### config.mk
export PLATFORM = sky130hd
export DESIGN_NAME = wb_arbiter
export DESIGN_NICKNAME = d
export VERILOG_FILES = /design/src/rtl/wb_arbiter_pkg.sv /design/src/rtl/wb_arbiter_rr_picker.sv /design/src/rtl/wb_arbiter.sv
export SDC_FILE = /design/constraint.sdc
export NUM_CORES = 1
export LEC_CHECK = 0
export BUFFER_PORTS_ARGS = -buffer_cell sky130_fd_sc_hd__buf_2
export CORE_AREA = 3 3 228 230
export DETAILED_ROUTE_END_ITERATION = 7
export DIE_AREA = 0 0 231 233
export GPL_ROUTABILITY_DRIVEN = 0
export PLACE_DENSITY = 0.48
export REMOVE_ABC_BUFFERS = 1
export SLEW_MARGIN = 20
export SYNTH_ARGS = -nofsm -noshare
export SYNTH_HDL_FRONTEND = slang
export SYNTH_SLANG_ARGS = --single-unit
### constraint.sdc
create_clock -name clk -period 40.2 [get_ports clk]
set_input_delay 10.05 -clock clk [delete_from_list [all_inputs] [get_ports clk]]
set_output_delay 10.05 -clock clk [all_outputs]
set_load 0.02 [all_outputs]
### src/rtl/wb_arbiter_pkg.sv
// Shared definitions for the write-back arbiter.
// Holds the unit index constants, the unit count, the register-number
// and data widths, and a helper that steps a unit index forward with
// wrap-around.
package wb_arbiter_pkg;

  localparam int NUM_UNITS = 5;
  localparam int UNIT_W    = 3;
  localparam int RN_W      = 6;
  localparam int DATA_W    = 64;

  localparam logic [UNIT_W-1:0] ALU1    = 3'd0;
  localparam logic [UNIT_W-1:0] ALU2    = 3'd1;
  localparam logic [UNIT_W-1:0] ADVINT  = 3'd2;
  localparam logic [UNIT_W-1:0] MEMUNIT = 3'd3;
  localparam logic [UNIT_W-1:0] BRANCH  = 3'd4;

  // Unit that follows u in arbitration order, wrapping branch -> alu1.
  function automatic logic [UNIT_W-1:0] next_unit(input logic [UNIT_W-1:0] u);
    return (u == 3'(NUM_UNITS - 1)) ? ALU1 : u + 3'd1;
  endfunction

endpackage

### src/rtl/wb_arbiter_rr_picker.sv
// rr_picker: returns the first set bit of a NUM_UNITS-wide request vector
// at or after a start index, wrapping around.
// Ports:
//   req_i    request vector, bit n = unit n
//   start_i  first index to consider (must be < NUM_UNITS)
//   found_o  at least one request bit is set
//   idx_o    index of the selected request (0 when found_o=0)
module rr_picker
  import wb_arbiter_pkg::*;
(
  input  logic [NUM_UNITS-1:0] req_i,
  input  logic [UNIT_W-1:0]    start_i,
  output logic                 found_o,
  output logic [UNIT_W-1:0]    idx_o
);

  // Scan from the farthest offset down to offset 0 so the closest
  // requester to start_i is the last (winning) assignment.
  always_comb begin
    int k;
    k       = 0;
    found_o = 1'b0;
    idx_o   = '0;
    for (int i = NUM_UNITS - 1; i >= 0; i--) begin
      k = (int'(start_i) + i) % NUM_UNITS;
      if (req_i[k]) begin
        found_o = 1'b1;
        idx_o   = UNIT_W'(k);
      end
    end
  end

endmodule

### src/rtl/wb_arbiter.sv
// wb_arbiter: grants up to two finished execution-unit results per cycle
// to the two register-file write ports.
//
// Handshake: a unit holds <u>_done=1 with stable rd/data until it sees
// <u>_ack=1 (combinational, same cycle); after that cycle it drops or
// replaces the result. A granted result appears on wrN_* one edge later.
//
// Ports:
//   clk, rst                 clock, synchronous active-high reset
//   <u>_done/_rd/_data       unit results (alu1, alu2, advint, memunit, branch)
//   advint_rd2/_data2        advint second result (rd2=0: none)
//   <u>_ack                  grant back to each unit
//   wr1_*/wr2_*              registered register-file write ports
//   reg1/2_finished          write register number when enabled, else 0
//   dbg_ptr_o                current priority pointer
//
// Configuration: define WB_ROUND_ROBIN_EN to rotate the priority pointer
// past the last granted unit; otherwise priority is static with alu1 highest.
module wb_arbiter
  import wb_arbiter_pkg::*;
(
  input  logic              clk,
  input  logic              rst,
  input  logic              alu1_done,
  input  logic [RN_W-1:0]   alu1_rd,
  input  logic [DATA_W-1:0] alu1_data,
  input  logic              alu2_done,
  input  logic [RN_W-1:0]   alu2_rd,
  input  logic [DATA_W-1:0] alu2_data,
  input  logic              advint_done,
  input  logic [RN_W-1:0]   advint_rd,
  input  logic [DATA_W-1:0] advint_data,
  input  logic [RN_W-1:0]   advint_rd2,
  input  logic [DATA_W-1:0] advint_data2,
  input  logic              memunit_done,
  input  logic [RN_W-1:0]   memunit_rd,
  input  logic [DATA_W-1:0] memunit_data,
  input  logic              branch_done,
  input  logic [RN_W-1:0]   branch_rd,
  input  logic [DATA_W-1:0] branch_data,
  output logic              alu1_ack,
  output logic              alu2_ack,
  output logic              advint_ack,
  output logic              memunit_ack,
  output logic              branch_ack,
  output logic              wr1_en,
  output logic [RN_W-1:0]   wr1_rn,
  output logic [DATA_W-1:0] wr1_data,
  output logic              wr2_en,
  output logic [RN_W-1:0]   wr2_rn,
  output logic [DATA_W-1:0] wr2_data,
  output logic [RN_W-1:0]   reg1_finished,
  output logic [RN_W-1:0]   reg2_finished,
  output logic [UNIT_W-1:0] dbg_ptr_o
);

  logic [NUM_UNITS-1:0] req, req_b, gnt;
  logic [RN_W-1:0]      rd_arr   [NUM_UNITS];
  logic [DATA_W-1:0]    data_arr [NUM_UNITS];

  assign req = {branch_done, memunit_done, advint_done, alu2_done, alu1_done};
  assign rd_arr   = '{alu1_rd, alu2_rd, advint_rd, memunit_rd, branch_rd};
  assign data_arr = '{alu1_data, alu2_data, advint_data, memunit_data, branch_data};

  logic [UNIT_W-1:0] ptr_q, ptr_d;
  logic              a_found, b_found;
  logic [UNIT_W-1:0] a_idx, b_idx;
  logic              adv_dual, a_dual, b_ok;

  // advint carrying two results needs both ports, so it may only win grant A.
  assign adv_dual = advint_done && (advint_rd2 != '0);

  rr_picker u_pick_a (
    .req_i   (req),
    .start_i (ptr_q),
    .found_o (a_found),
    .idx_o   (a_idx)
  );

  always_comb begin
    req_b        = req;
    req_b[a_idx] = 1'b0;
    if (adv_dual) req_b[ADVINT] = 1'b0;
  end

  rr_picker u_pick_b (
    .req_i   (req_b),
    .start_i (next_unit(a_idx)),
    .found_o (b_found),
    .idx_o   (b_idx)
  );

  assign a_dual = a_found && (a_idx == ADVINT) && adv_dual;

  // Grant B is withheld when it would write the same nonzero register as A.
  assign b_ok = a_found && !a_dual && b_found &&
                !((rd_arr[b_idx] != '0) && (rd_arr[b_idx] == rd_arr[a_idx]));

  assign gnt = (a_found ? (5'd1 << a_idx) : 5'd0) | (b_ok ? (5'd1 << b_idx) : 5'd0);

  assign {branch_ack, memunit_ack, advint_ack, alu2_ack, alu1_ack} = rst ? '0 : gnt;

  // Write-port next state.
  logic              wr1_en_q, wr1_en_d, wr2_en_q, wr2_en_d;
  logic [RN_W-1:0]   wr1_rn_q, wr1_rn_d, wr2_rn_q, wr2_rn_d;
  logic [DATA_W-1:0] wr1_data_q, wr1_data_d, wr2_data_q, wr2_data_d;

  always_comb begin
    wr1_en_d   = 1'b0;
    wr1_rn_d   = '0;
    wr1_data_d = '0;
    wr2_en_d   = 1'b0;
    wr2_rn_d   = '0;
    wr2_data_d = '0;
    // A granted rd=0 result is acked but leaves its port idle.
    if (a_found && (rd_arr[a_idx] != '0)) begin
      wr1_en_d   = 1'b1;
      wr1_rn_d   = rd_arr[a_idx];
      wr1_data_d = data_arr[a_idx];
    end
    if (a_dual) begin
      wr2_en_d   = 1'b1;
      wr2_rn_d   = advint_rd2;
      wr2_data_d = advint_data2;
    end else if (b_ok && (rd_arr[b_idx] != '0)) begin
      wr2_en_d   = 1'b1;
      wr2_rn_d   = rd_arr[b_idx];
      wr2_data_d = data_arr[b_idx];
    end
  end

  // Pointer next state.
`ifdef WB_ROUND_ROBIN_EN
  always_comb begin
    ptr_d = ptr_q;
    if (b_ok)         ptr_d = next_unit(b_idx);
    else if (a_found) ptr_d = next_unit(a_idx);
  end
`else
  assign ptr_d = ALU1;
`endif

  // State registers.
  always_ff @(posedge clk) begin
    if (rst) begin
      ptr_q      <= ALU1;
      wr1_en_q   <= 1'b0;
      wr1_rn_q   <= '0;
      wr1_data_q <= '0;
      wr2_en_q   <= 1'b0;
      wr2_rn_q   <= '0;
      wr2_data_q <= '0;
    end else begin
      ptr_q      <= ptr_d;
      wr1_en_q   <= wr1_en_d;
      wr1_rn_q   <= wr1_rn_d;
      wr1_data_q <= wr1_data_d;
      wr2_en_q   <= wr2_en_d;
      wr2_rn_q   <= wr2_rn_d;
      wr2_data_q <= wr2_data_d;
    end
  end

  // Outputs.
  assign wr1_en        = wr1_en_q;
  assign wr1_rn        = wr1_rn_q;
  assign wr1_data      = wr1_data_q;
  assign wr2_en        = wr2_en_q;
  assign wr2_rn        = wr2_rn_q;
  assign wr2_data      = wr2_data_q;
  assign reg1_finished = wr1_en_q ? wr1_rn_q : '0;
  assign reg2_finished = wr2_en_q ? wr2_rn_q : '0;
  assign dbg_ptr_o     = ptr_q;

endmodule

==> impl_metrics.tcl <==
set metrics [dict create \
    status "finished clean" \
    setup_violations 0 \
    ys_types 74 \
    yosys_warnings 0 \
    fillers 5627 \
    critPathMaxStageDelay_ns 0.77 \
    yosysMostFrequentCell "nand2_1" \
    start_util 0.219 \
    finalMaxSlewViolations 0 \
    synthTopCellsByCount "491 x nand2_1, 203 x nand3_1, 142 x dfxtp_1, 120 x clkbuf_1, 86 x nor2_1" \
    max_slew_margin 0.281 \
    fin_tns_setup_ns 0 \
    first_pass_iters 7 \
    fin_area_mm2 0.0149 \
    hpwl_mm 44.3 \
    power_frac_clock 0.254 \
    rsz0062_at_grt "no" \
    whs_path_depth 2 \
    fin_crit_sh 0.733 \
    root_buffer "clkbuf_16" \
    cp_common_cell "ha_1" \
    worstSetupStartpointType "input pin" \
    fin_cells 2819 \
    p_switching_uw 295 \
    hold_end "wr2_data[4]" \
    grt-ovfl-total 0 \
    drtIter0Drc 1667 \
    power.leakage_uw 0.00749 \
    vias 14800 \
    postSynthAreaPerCell_um2 6.59 \
    hp-start "advint_data2[4]" \
    synth_cells 1663 \
    cap_viol_max_count 0 \
    wl_per_cell_um 21.9 \
    finalHoldViolations 0 \
    postCtsSetupRepairBufs 0 \
    antenna_found_initial 10 \
    syn_area_mm2 0.0110 \
    p_per_area_mw_per_mm2 44.5 \
    ant_nets 0 \
    hold_buffers 0 \
    drc_errors 0 \
    via_per_inst 5.26 \
    crit_buf_inv 6 \
    ctsResizeCount 0 \
    synth_edf_count 0 \
    fin_ws_ns 10.73 \
    tightestPinTransition_ns 1.08 \
    arrival_ns 19.42 \
    hold_class "in2reg" \
    cts_tree "yes" \
    fp.coreArea_mm2 0.0501 \
    cts_buffer_depth 2 \
    yosys.area.top_type "dfxtp_1" \
    cts.sinks 142 \
    switching_share 0.446 \
    layout-drive-gt1-share 0.310 \
    ys_seq_elements 142 \
    grt_max_degree 88 \
    slowest_stage "clkinv_2" \
    utilization 0.297 \
    grt_pass1_wl_mm 89.3 \
    cts-buffers-inserted 17 \
    grt_pass1_vias 14100 \
    path_class "in2out" \
    final_nets 2568 \
    die_y_um 233 \
    seqPwrFrac 0.263 \
    post-route-min-period_ns 29.47 \
    area_growth_pct 35.6 \
    pin_count 589 \
    synthArstFlopShare 0 \
    internal-power_uw 366 \
    timing.fmax_mhz 33.9 \
    post_dp_cell_area_mm2 0.0143 \
    crit_path_end_kind "output port" \
    ir_drop_mv 0.0276 \
    place_ws_ns 10.84 \
    dp_cells 2780 \
    wirelength_mm 61.8 \
    fp.dieW_um 231 \
    path_max_fanout 71 \
    p_comb_frac 0.483 \
    yosysSeqAreaShare 0.259 \
    row_count 82 \
    h-tree-depth 4 \
    synthFlopType "dfxtp_1" \
    synth_area_leaders "dfxtp_1 26%, nand2_1 17%, nand3_1 9.3%" \
    yosysTopAreaCellShare 0.259 \
    die_area_mm2 0.0538 \
    clk_pin_slew_ns 0.08 \
    cpLargestDelayFamily "compound AO/OA/AOI/OAI gates" \
    portBuffers 585 \
    grtUsageTotal 0.217 \
    required_ns 30.15 \
]
registers in the layout, indices dropped and copies added, names as in the netlist:
register	count
wr2_en	1
wr1_data	64
wr2_data	64
wr1_rn	6
wr2_rn	6
wr1_en	1
final cells by class:
class	instances	area (um^2)	share of cell area
Multi-Input combinational cell	1284	7230	0.486
Timing Repair Buffer	600	3040	0.205
Sequential cell	142	2840	0.191
Tap cell	672	841	0.0566
Clock buffer	19	453	0.0305
Inverter	82	312	0.0210
Clock inverter	13	126	0.00850
Antenna cell	7	17.5	0.00118
metal layers:
metal	vias to the layer above	GRT usage	part of all wire
met5	-	0	0.00066
met4	6	0.0734	0.022
met3	87	0.0518	0.092
met2	835	0.369	0.49
met1	7018	0.269	0.40
li1	6880	-	-
through the flow:
| stage | hold slack (ns) | total power [uW] |
|---|---|---|
| 6_report | 9.77 | 661 |
| 2_1_floorplan | 10.16 | 378 |
| 4_1_cts | 9.73 | 666 |
| 3_3_place_gp | 10.26 | 492 |
| 5_1_grt | 9.75 | 701 |
| 3_5_place_dp | 10.26 | 495 |
kinds of logic after synthesis:
group	count (synthesis)	share of synthesized area
simple gates	863	0.342
compound gates	385	0.278
buf+inv	239	0.0879
flops	142	0.259
fa+ha+maj	14	0.0160
xor+xnor	10	0.00799
mux	9	0.00868
other cells	1	0.000342
power by group through the flow:
stage          Combinational [uW]  Clock, uW  Sequential (uW)
6_report                      319        168              174
5_1_grt                       348        177              176
4_1_cts                       319        172              174
3_5_place_dp                  318          0              177
2_1_floorplan                 168          0              210
3_3_place_gp                  316          0              177
layout by cell type, fill, tap and decap left out, types with 6 or more instances in the layout:
master / Yosys / layout
a222oi_1: 64 / 64
and2_1: 17 / 13
xnor2_1: 8 / 8
diode_2: 0 / 7
nand3_1: 203 / 203
dfxtp_1: 142 / 142
a211oi_1: 68 / 68
or3_1: 9 / 9
a32o_1: 66 / 66
nor2b_1: 11 / 11
o22ai_1: 8 / 8
nor3_1: 9 / 9
buf_2: 5 / 585
ha_1: 14 / 14
o31ai_1: 7 / 7
nor2_1: 86 / 85
inv_1: 80 / 79
buf_4: 4 / 15
nand2_1: 491 / 490
o21ai_0: 85 / 85
a21oi_1: 17 / 17
mux2i_1: 7 / 7
or4_1: 7 / 6
clkbuf_16: 0 / 17
how the worst max path moves through the flow:
stage / from / endpoint / slack, ns / cells after the start
4_1_cts: alu1_done / memunit_ack / 10.81 / 28
2_1_floorplan: alu1_done / alu2_ack / 7.25 / 25
5_1_grt: alu1_done / alu2_ack / 10.12 / 28
3_3_place_gp: alu1_done / branch_ack / 10.95 / 26
6_report: alu1_done / advint_ack / 10.73 / 28
3_5_place_dp: alu1_done / memunit_ack / 10.84 / 28
Note: power is estimated with default switching activity, not from simulation.
